$ cat src/rtl/simd_hilo_acc.sv
// SIMD hi/lo accumulator: LOAD/ADD/SUB/CLEAR of a packed 64-bit product, processed as two 32-bit halves.
// Optional macro SIMD_ACC_SAT_EN selects saturating lanes; the default build wraps modulo 2^lane_width.
module simd_hilo_acc #(
  parameter logic [1:0] SIMD8  = 2'b01,
  parameter logic [1:0] SIMD16 = 2'b10
) (
  input  logic        clk,
  input  logic        reset,
  input  logic        in_valid,
  output logic        in_ready,
  input  logic [1:0]  simd_sel,
  input  logic [1:0]  op,
  input  logic [63:0] prdct,
  output logic [31:0] hi,
  output logic [31:0] lo,
  output logic        done,
  output logic [3:0]  ovf
);

`ifdef SIMD_ACC_SAT_EN
  localparam bit SAT_EN = 1'b1;
`else
  localparam bit SAT_EN = 1'b0;
`endif

  typedef enum logic [1:0] {IDLE, OP_LO, OP_HI} state_t;
  typedef enum logic [1:0] {OP_LOAD = 2'b00, OP_ADD = 2'b01, OP_SUB = 2'b10, OP_CLEAR = 2'b11} op_t;

  state_t      state, state_next;
  logic [63:0] acc;
  logic [63:0] cap_prdct;
  logic [1:0]  cap_sel;
  op_t         cap_op;
  logic        carry;

  logic        is_simd8, is_simd16, is_wide, is_sub, cin;
  logic [31:0] half_a, half_b, half_res, lo_next, sat_val;
  logic [16:0] lane0, lane1;
  logic [32:0] word;
  logic [1:0]  half_flg;

  assign in_ready = (state == IDLE);

  // NOTE: every combinational output gets a default before any branch, so no path can infer a latch.
  always_comb begin
    state_next = state;
    case (state)
      IDLE:    if (in_valid) state_next = OP_LO;
      OP_LO:   state_next = OP_HI;
      OP_HI:   state_next = IDLE;
      default: state_next = IDLE;
    endcase
  end

  // One 32-bit half per cycle; only the 64-bit lane chains a carry from OP_LO into OP_HI.
  always_comb begin
    is_simd8  = (cap_sel == SIMD8);
    is_simd16 = (cap_sel == SIMD16) && !is_simd8;
    is_wide   = !is_simd8 && !is_simd16;
    is_sub    = (cap_op == OP_SUB);
    half_a    = (state == OP_HI) ? acc[63:32] : acc[31:0];
    half_b    = (state == OP_HI) ? cap_prdct[63:32] : cap_prdct[31:0];
    cin       = (state == OP_HI) && is_wide && carry;
    sat_val   = is_sub ? 32'h0000_0000 : 32'hFFFF_FFFF;

    lane0 = is_sub ? ({1'b0, half_a[15:0]} - {1'b0, half_b[15:0]})
                   : ({1'b0, half_a[15:0]} + {1'b0, half_b[15:0]});
    lane1 = is_sub ? ({1'b0, half_a[31:16]} - {1'b0, half_b[31:16]})
                   : ({1'b0, half_a[31:16]} + {1'b0, half_b[31:16]});
    word  = is_sub ? ({1'b0, half_a} - {1'b0, half_b} - {32'd0, cin})
                   : ({1'b0, half_a} + {1'b0, half_b} + {32'd0, cin});

    half_res = word[31:0];
    half_flg = {1'b0, word[32]};
    lo_next  = acc[31:0];
    if (is_simd8) begin
      half_res = {lane1[15:0], lane0[15:0]};
      half_flg = {lane1[16], lane0[16]};
    end

    if (SAT_EN) begin
      if (is_simd8) begin
        if (lane0[16]) half_res[15:0]  = sat_val[15:0];
        if (lane1[16]) half_res[31:16] = sat_val[31:16];
      end else if (is_simd16) begin
        if (word[32]) half_res = sat_val;
      end else if (state == OP_HI && word[32]) begin
        // A 64-bit overflow is only known in OP_HI, so the low half is clamped retroactively.
        half_res = sat_val;
        lo_next  = sat_val;
      end
    end
  end

  // NOTE: sequential state uses non-blocking assignments so every register samples pre-edge values.
  always_ff @(posedge clk) begin
    if (reset) begin
      state     <= IDLE;
      acc       <= '0;
      cap_prdct <= '0;
      cap_sel   <= '0;
      cap_op    <= OP_LOAD;
      carry     <= 1'b0;
      hi        <= '0;
      lo        <= '0;
      ovf       <= '0;
      done      <= 1'b0;
    end else begin
      state <= state_next;
      done  <= 1'b0;
      case (state)
        IDLE: begin
          if (in_valid) begin
            cap_prdct <= prdct;
            cap_sel   <= simd_sel;
            cap_op    <= op_t'(op);
          end
        end
        OP_LO: begin
          carry <= 1'b0;
          case (cap_op)
            OP_LOAD:  acc[31:0] <= cap_prdct[31:0];
            OP_CLEAR: begin
              acc[31:0] <= '0;
              ovf       <= '0;
            end
            default: begin
              acc[31:0] <= half_res;
              carry     <= half_flg[0];
              if (is_simd8)       ovf[1:0] <= ovf[1:0] | half_flg;
              else if (is_simd16) ovf[0]   <= ovf[0] | half_flg[0];
            end
          endcase
        end
        OP_HI: begin
          done <= 1'b1;
          case (cap_op)
            OP_LOAD: begin
              acc[63:32] <= cap_prdct[63:32];
              hi         <= cap_prdct[63:32];
              lo         <= acc[31:0];
            end
            OP_CLEAR: begin
              acc[63:32] <= '0;
              hi         <= '0;
              lo         <= acc[31:0];
            end
            default: begin
              acc <= {half_res, lo_next};
              hi  <= half_res;
              lo  <= lo_next;
              if (is_simd8)       ovf[3:2] <= ovf[3:2] | half_flg;
              else if (is_simd16) ovf[1]   <= ovf[1] | half_flg[0];
              else                ovf[0]   <= ovf[0] | half_flg[0];
            end
          endcase
        end
        default: ;
      endcase
    end
  end

endmodule

$ cat config.mk
export PLATFORM = sky130hd
export DESIGN_NAME = simd_hilo_acc
export DESIGN_NICKNAME = d
export VERILOG_FILES = /design/src/rtl/simd_hilo_acc.sv
export SDC_FILE = /design/constraint.sdc
export NUM_CORES = 1
export LEC_CHECK = 0
export ABC_AREA = 1
export CORE_MARGIN = 2
export CORE_UTILIZATION = 35
export CTS_CLUSTER_DIAMETER = 200
export CTS_CLUSTER_SIZE = 24
export DETAILED_ROUTE_END_ITERATION = 6
export PLACE_DENSITY = 0.54
export REMOVE_ABC_BUFFERS = 1
export SETUP_SLACK_MARGIN = 0.05
export SLEW_MARGIN = 20
export SYNTH_ARGS = -nofsm -noshare
export SYNTH_HDL_FRONTEND = slang
export SYNTH_SLANG_ARGS = --single-unit
$ cat constraint.sdc
create_clock -name clk -period 4.7 [get_ports clk]
set_input_delay 0.705 -clock clk [delete_from_list [all_inputs] [get_ports clk]]
set_output_delay 0.705 -clock clk [all_outputs]
set_load 0.02 [all_outputs]
# After elaboration in Yosys (flattened, before gate mapping)
# Index checks and enable logic that the tools add are counted.
[op_classes] eq_ne=16 n_reduce_logical=14 addsub=8 bitwise=4 mux=24
[op_table] operator="32-bit one-hot mux with 2 select lines" count=2
[op_table] operator="32-bit two-way mux" count=3
[op_table] operator="16-bit by 16-bit adder with 17-bit output" count=2
[op_table] operator="17-bit two-way mux" count=2
[op_table] operator="16-bit by 16-bit subtractor with 17-bit output" count=2
[op_table] operator="32-bit by 32-bit adder with 33-bit output" count=1
[op_table] operator="33-bit by 1-bit adder with 33-bit output" count=1
[op_table] operator="33-bit two-way mux" count=1
[op_table] operator="32-bit by 32-bit subtractor with 33-bit output" count=1
[op_table] operator="33-bit by 1-bit subtractor with 33-bit output" count=1
[op_table] operator="2-bit inequality test, second input constant" count=8
[op_table] operator="6-bit AND reduction" count=2
[op_table] operator="2-bit two-way mux" count=5
[op_table] operator="2-bit == test, second input constant" count=4
[op_table] operator="2-bit one-hot mux with 2 select lines" count=2
[op_table] operator="4-bit one-hot mux with 2 select lines" count=1
[op_table] operator="1-bit two-way mux" count=7
[op_table] operator="2-bit by 1-bit == test with 1-bit output, second input constant" count=2
[op_table] operator="1-bit logical AND" count=4
[op_table] operator="2-bit zero test" count=2
[op_table] operator="4-bit two-way mux" count=1
[op_table] operator="4-bit inequality test, second input constant" count=1
[op_table] operator="2-bit bitwise OR" count=2
[op_table] operator="4-bit AND reduction" count=1
[op_table] operator="other kinds (6)" count=8
[totals] inputBits=71 reg_bits=172 wordCells=78

# Longest topological paths before layout
[logic_depth] word_depth=15 depth_mapped=29 ltp_nobuf=27

# Worst setup path before layout
# Ideal clock, no wire load.
[synth_timing] kind="reg2reg" start="register state[1]" end="register ovf[0]" arrival_ps=3288 path_slack_ps=1282 stages_incl_launch_ff=26 path_buffers=4 synth_period_minus_slack_ps=3418 path_cell_list="dfxtp_1 -> nand2_4 -> buf_6 -> buf_6 -> clkbuf_1 -> buf_2 -> o21ai_0 -> inv_1 -> fa_1 -> fa_1 -> inv_1 -> nand2_1 -> nand2_1 -> nand2_1 -> nand2_1 -> nand2_1 -> nand2_1 -> nand2_1 -> nand2_1 -> nand2_1 -> nand2_1 -> nand3_1 -> nand2_1 -> nand2_1 -> a21oi_1 -> nor3_2"
[synth_between] elab_chain_cells=11
[synth_lines] element="start: declaration" line_no="29" source="state_t state, state_next;"
[synth_lines] element="start signal: assignment" line_no="109" source="state <= state_next;"
[synth_lines] element="2-bit == test"
[synth_lines] element="32-bit two-way mux (tied with other cells)" line_no="61" source="half_a = (state == OP_HI) ? acc[63:32] : acc[31:0];"
[synth_lines] element="32-bit by 32-bit adder with 33-bit output (tied with other cells)" line_no="71" source=": ({1'b0, half_a} + {1'b0, half_b} + {32'd0, cin});"
[synth_lines] element="33-bit by 1-bit adder with 33-bit output or 33-bit by 1-bit subtractor with 33-bit output (tied branches)" line_no="71, 70"
[synth_lines] element="33-bit two-way mux" line_no="70" source="word = is_sub ? ({1'b0, half_a} - {1'b0, half_b} - {32'd0, cin})"
[synth_lines] element="2-bit two-way mux" line_no="76" source="if (is_simd8) begin"
[synth_lines] element="1-bit bitwise OR" line_no="131, 154"
[synth_lines] element="1-bit two-way mux (on tied branches)" line_no="131, 153"
[synth_lines] element="1-bit two-way mux or 2-bit two-way mux (tied branches)" line_no="130, 152"
[synth_lines] element="2-bit one-hot mux with 2 select lines or 4-bit two-way mux (tied branches)" line_no="121, 137"
[synth_lines] element="4-bit one-hot mux with 2 select lines" line_no="111" source="case (state)"
[synth_lines] element="end signal: assignment" line_no="130" source="if (is_simd8) ovf[1:0] <= ovf[1:0] | half_flg;"
[synth_lines] element="end signal: assignment" line_no="131" source="else if (is_simd16) ovf[0] <= ovf[0] | half_flg[0];"
[synth_lines] element="end signal: assignment" line_no="154" source="else ovf[0] <= ovf[0] | half_flg[0];"
[synth_lines] element="end: declaration" line_no="17" source="output logic [3:0] ovf"
# Several ways; a longest one is shown, not always the timed one. The select of a mux whose other input is x is not followed.
# A chain may end at the register's enable or synchronous reset.

# Final worst setup path
[layout_timing] start="register state[1]" end="register acc[59]"
[layout_between] elab_chain_cells=7
[layout_lines] element="2-bit == test *"
[layout_lines] element="32-bit two-way mux (tied with other cells)" line_no="61"
[layout_lines] element="32-bit by 32-bit adder with 33-bit output (tied with other cells)" line_no="71"
[layout_lines] element="33-bit by 1-bit adder with 33-bit output or 33-bit by 1-bit subtractor with 33-bit output (tied branches)" line_no="71, 70"
[layout_lines] element="33-bit two-way mux" line_no="70"
[layout_lines] element="32-bit two-way mux" line_no="76"
[layout_lines] element="32-bit one-hot mux with 2 select lines" line_no="137" source="case (cap_op)"
[layout_lines] element="end signal: assignment" line_no="139" source="acc[63:32] <= cap_prdct[63:32];"
[layout_lines] element="end signal: assignment" line_no="149" source="acc <= {half_res, lo_next};"
[layout_lines] element="end: declaration" line_no="30" source="logic [63:0] acc;"
# Mark *: on every way between the ends. The rest lies on a longest branch, timed or not.

==> impl_metrics.csv <==
group,metric,value,unit
die,row_count,76,
status,outcome,"finished, final reports clean",
worst_setup_path,worst_ep_arrival_time,4.75,ns
die,core_area,0.0428,mm2
final_layout,final_nets,2770,
global_route,grt_max_degree,80,
synthesis,ys_async_sr_fraction,0,
worst_setup_path,r2r_setup_slack,0.38,ns
worst_setup_path,crit_slowest_cell,"o21ai_0",
final_layout,area_growth_syn_to_layout,16.2,%
worst_setup_path,reg2reg_depth,22,
synthesis,synth-edff-count,0,
die,start_util,0.353,
routing,wire_per_inst,18.2,um
place,port_buffers,140,
worst_setup_path,crit_chain,"inv_2 -> nor2_4 -> buf_12 -> nand2_1 -> nand2_1 -> inv_2 -> nand2_1 -> nor3_2 -> nand2_1 -> nor3_2 -> or2_2 -> xor2_1 -> ha_1 -> nand2_1 -> o21ai_0 -> a21oi_1 -> o21ai_1 -> xor2_1 -> o21ai_0 -> inv_1 -> nand2_1 -> a21oi_1",
synthesis,syn_area_per_cell,6.06,um2
sta,finalHoldViolations,0,
global_route,antenna_found_initial,0,
global_route,track_usage,0.258,
sta,fin_hold_ws,0.465,ns
final_layout,multi_input_area,0.00989,mm2
sta,drv_slew,0,
clocking,clkTransAtPathRegs,0.07,ns
synthesis,yosys.area.top_type,"dfxtp_1",
sta,tightest_slew,0.961,ns
place,place_hpwl,45200,um
worst_hold_path,worstHoldStart,"ovf[3]",
synthesis,synth.cell_area,0.0151,mm2
routing,antenna_left,0,
clocking,insertion_delay,0.50,ns
sta,fmax,231,MHz
worst_setup_path,required,5.13,ns
final_layout,seq_area,0.00344,mm2
final_layout,layout_common_cells,"nand2_1, nor2_1, inv_1",
sta,relSlewSlack,0.359,
worst_setup_path,worstReg2RegStart,"state[1]",
global_route,grt_pass1_wl,88600,um
synthesis,synthAdderAreaFrac,0.115,
final_layout,final_common_cell,"nand2_1",
synthesis,synthXorXnorAreaFrac,0.0220,
clocking,numCtsBuffers,17,
place,gp_congestion,0.966,
synthesis,synthCells,2494,
synthesis,synth_top_family_by_area,"simple AND/OR/NAND/NOR gates",
die,io_pins,141,
synthesis,muxShareOfSynthArea,0,
sta,fin_crit_sh,0.920,
final_layout,n_antenna_cell,0,
worst_hold_path,min_to,"ovf[3]",
synthesis,ys_seq_area_frac,0.228,
power_and_ir_drop,total_power,6.14,mW
final_layout,fill_cells,4724,
worst_hold_path,holdPathStages,2,
clocking,hold_buffers,0,
final_layout,drive_gt1_frac,0.0536,
synthesis,ys_seq_elements,172,
power_and_ir_drop,max-vdd-ir-drop,0.175,mV
routing,drc,0,
power_and_ir_drop,p_per_area,350,mW/mm2
job,max-cap-violations,0,
clocking,htree_levels,4,
die,die_area,0.0448,mm2
clocking,tritoncts,"yes",
clocking,clockRootBuffer,"clkbuf_16",
synthesis,ys_top_cells_by_area,"dfxtp_1, nand2_1, ha_1",
routing,viasPerCell,5.23,
routing,dr.pass1.iters,5,
die,die_x,212,um
synthesis,yosysTopAreaCellShare,0.228,
synthesis,synth_compound_area_frac,0.215,
worst_setup_path,end_kind,"register",
die,die_h,212,um
worst_setup_path,path_class,"reg -> reg",
worst_setup_path,crit_fanout,54,
global_route,grt_pass1_vias,15286,
sta,skew,0.00850,ns
power_and_ir_drop,p_leak,8.64,nW
synthesis,synth_ff_type,"dfxtp_1",
global_route,gr-total-overflow,0,
worst_setup_path,crit_top_cell,"nand2_1",
worst_setup_path,reg2reg_to,"acc[59]",
synthesis,synth_cell_types,46,
clocking,cts.sinks,172,
routing,finalWirelength,56800,um
worst_setup_path,cpPeakStageDelay,0.64,ns
clocking,cts_buffer_depth,2,
routing,drtIter0Drc,1339,
synthesis,yosysWarnings,0,
worst_hold_path,min_path_type,"reg -> reg",
sta,setup_viol,0,
sta,finalCriticalPeriod,4.32,ns
sta,rsz0062_at_grt,"no",
worst_setup_path,startpoint_type,"register",
routing,num_vias,16333,
synthesis,synthSimpleGateAreaFrac,0.301,
Yosys cell counts, types with 20 or more instances:
master / instances
inv_1: 304
ha_1: 129
clkbuf_1: 72
xor2_1: 29
nand2_1: 498
or2_2: 34
dfxtp_1: 172
nor2_1: 347
o21ai_0: 285
buf_4: 32
nand3_1: 141
a21oi_1: 272
nor3_1: 20
per-stage QoR:
step	utilization	setup slack, ns	instance area (um2)	instances	setup TNS, ns
6_report	0.410	0.376	17500	3122	0
3_5_place_dp	0.395	0.348	16900	3088	0
5_1_grt	0.410	0.0519	17500	3122	0
4_1_cts	0.409	0.321	17500	3119	0
2_1_floorplan	-	-0.401	14500	2370	-11.00
3_3_place_gp	0.395	0.339	16900	3088	0
cell type report:
| cell class | count | share of cell area |
|---|---|---|
| Inverter | 315 | 0.0675 |
| Clock inverter | 12 | 0.00977 |
| Clock buffer | 19 | 0.0247 |
| Timing Repair Buffer | 175 | 0.0991 |
| Multi-Input combinational cell | 1883 | 0.564 |
| Sequential cell | 172 | 0.196 |
| Tap cell | 546 | 0.0389 |
sequential cells by signal, indices dropped and copies added (netlist names):
name       cells
lo            32
acc           64
done           1
cap_prdct     64
cap_sel        2
carry          1
cap_op         2
state          2
ovf            4
power breakdown:
part           switching [mW]  internal (mW)  leakage (nW)
registers              0.0715           1.56          1.41
logic                    2.01          0.992          6.93
clock network           0.628          0.880         0.301
worst max-delay path: cells and delay by family, from the launching register on:
kind | cells | cell delay [ns]
AOI/OAI and AO/OA | 5 | 1.15
xor gates and xnor gates | 2 | 0.32
adders and majority gates | 1 | 0.41
buffers and inverters | 4 | 0.51
DFF | 1 | 0.47
and+or+nand+nor | 10 | 1.37
logic make-up (layout without fill, tap and decap cells):
group / count (synthesis) / in the layout
AND/OR/NAND/NOR: 1090 / 1090
AO/OA/AOI/OAI: 620 / 620
XOR/XNOR: 38 / 38
buffers and inverters: 439 / 521
flip-flops: 172 / 172
adder cells (fa/ha/maj): 135 / 135
worst max-delay path by stage:
stage	start	to	slack, ns	depth (start not counted)
6_report	state[1]	acc[59]	0.38	22
5_1_grt	state[1]	carry	0.05	23
4_1_cts	state[1]	acc[59]	0.32	22
3_5_place_dp	state[1]	acc[59]	0.35	22
3_3_place_gp	state[1]	acc[59]	0.34	22
2_1_floorplan	state[1]	acc[60]	-0.40	23
routing by layer:
layer | wire [um] | share of wire | global-route usage | vias up
li1 | - | - | - | 8217
met1 | 28500 | 0.50 | 0.381 | 7583
met2 | 23400 | 0.41 | 0.374 | 477
met3 | 3940 | 0.069 | 0.0507 | 56
met4 | 1040 | 0.018 | 0.0736 | 0
met5 | 0 | 0 | 0 | -
repair_timing:
action | in CTS | in global routing
setup endpoints to repair | 0 | 10
setup buffers | 0 | 3
hold endpoints to repair | 0 | 0
gates resized for setup | 0 | 2
Power figures use the tool's default switching activity.
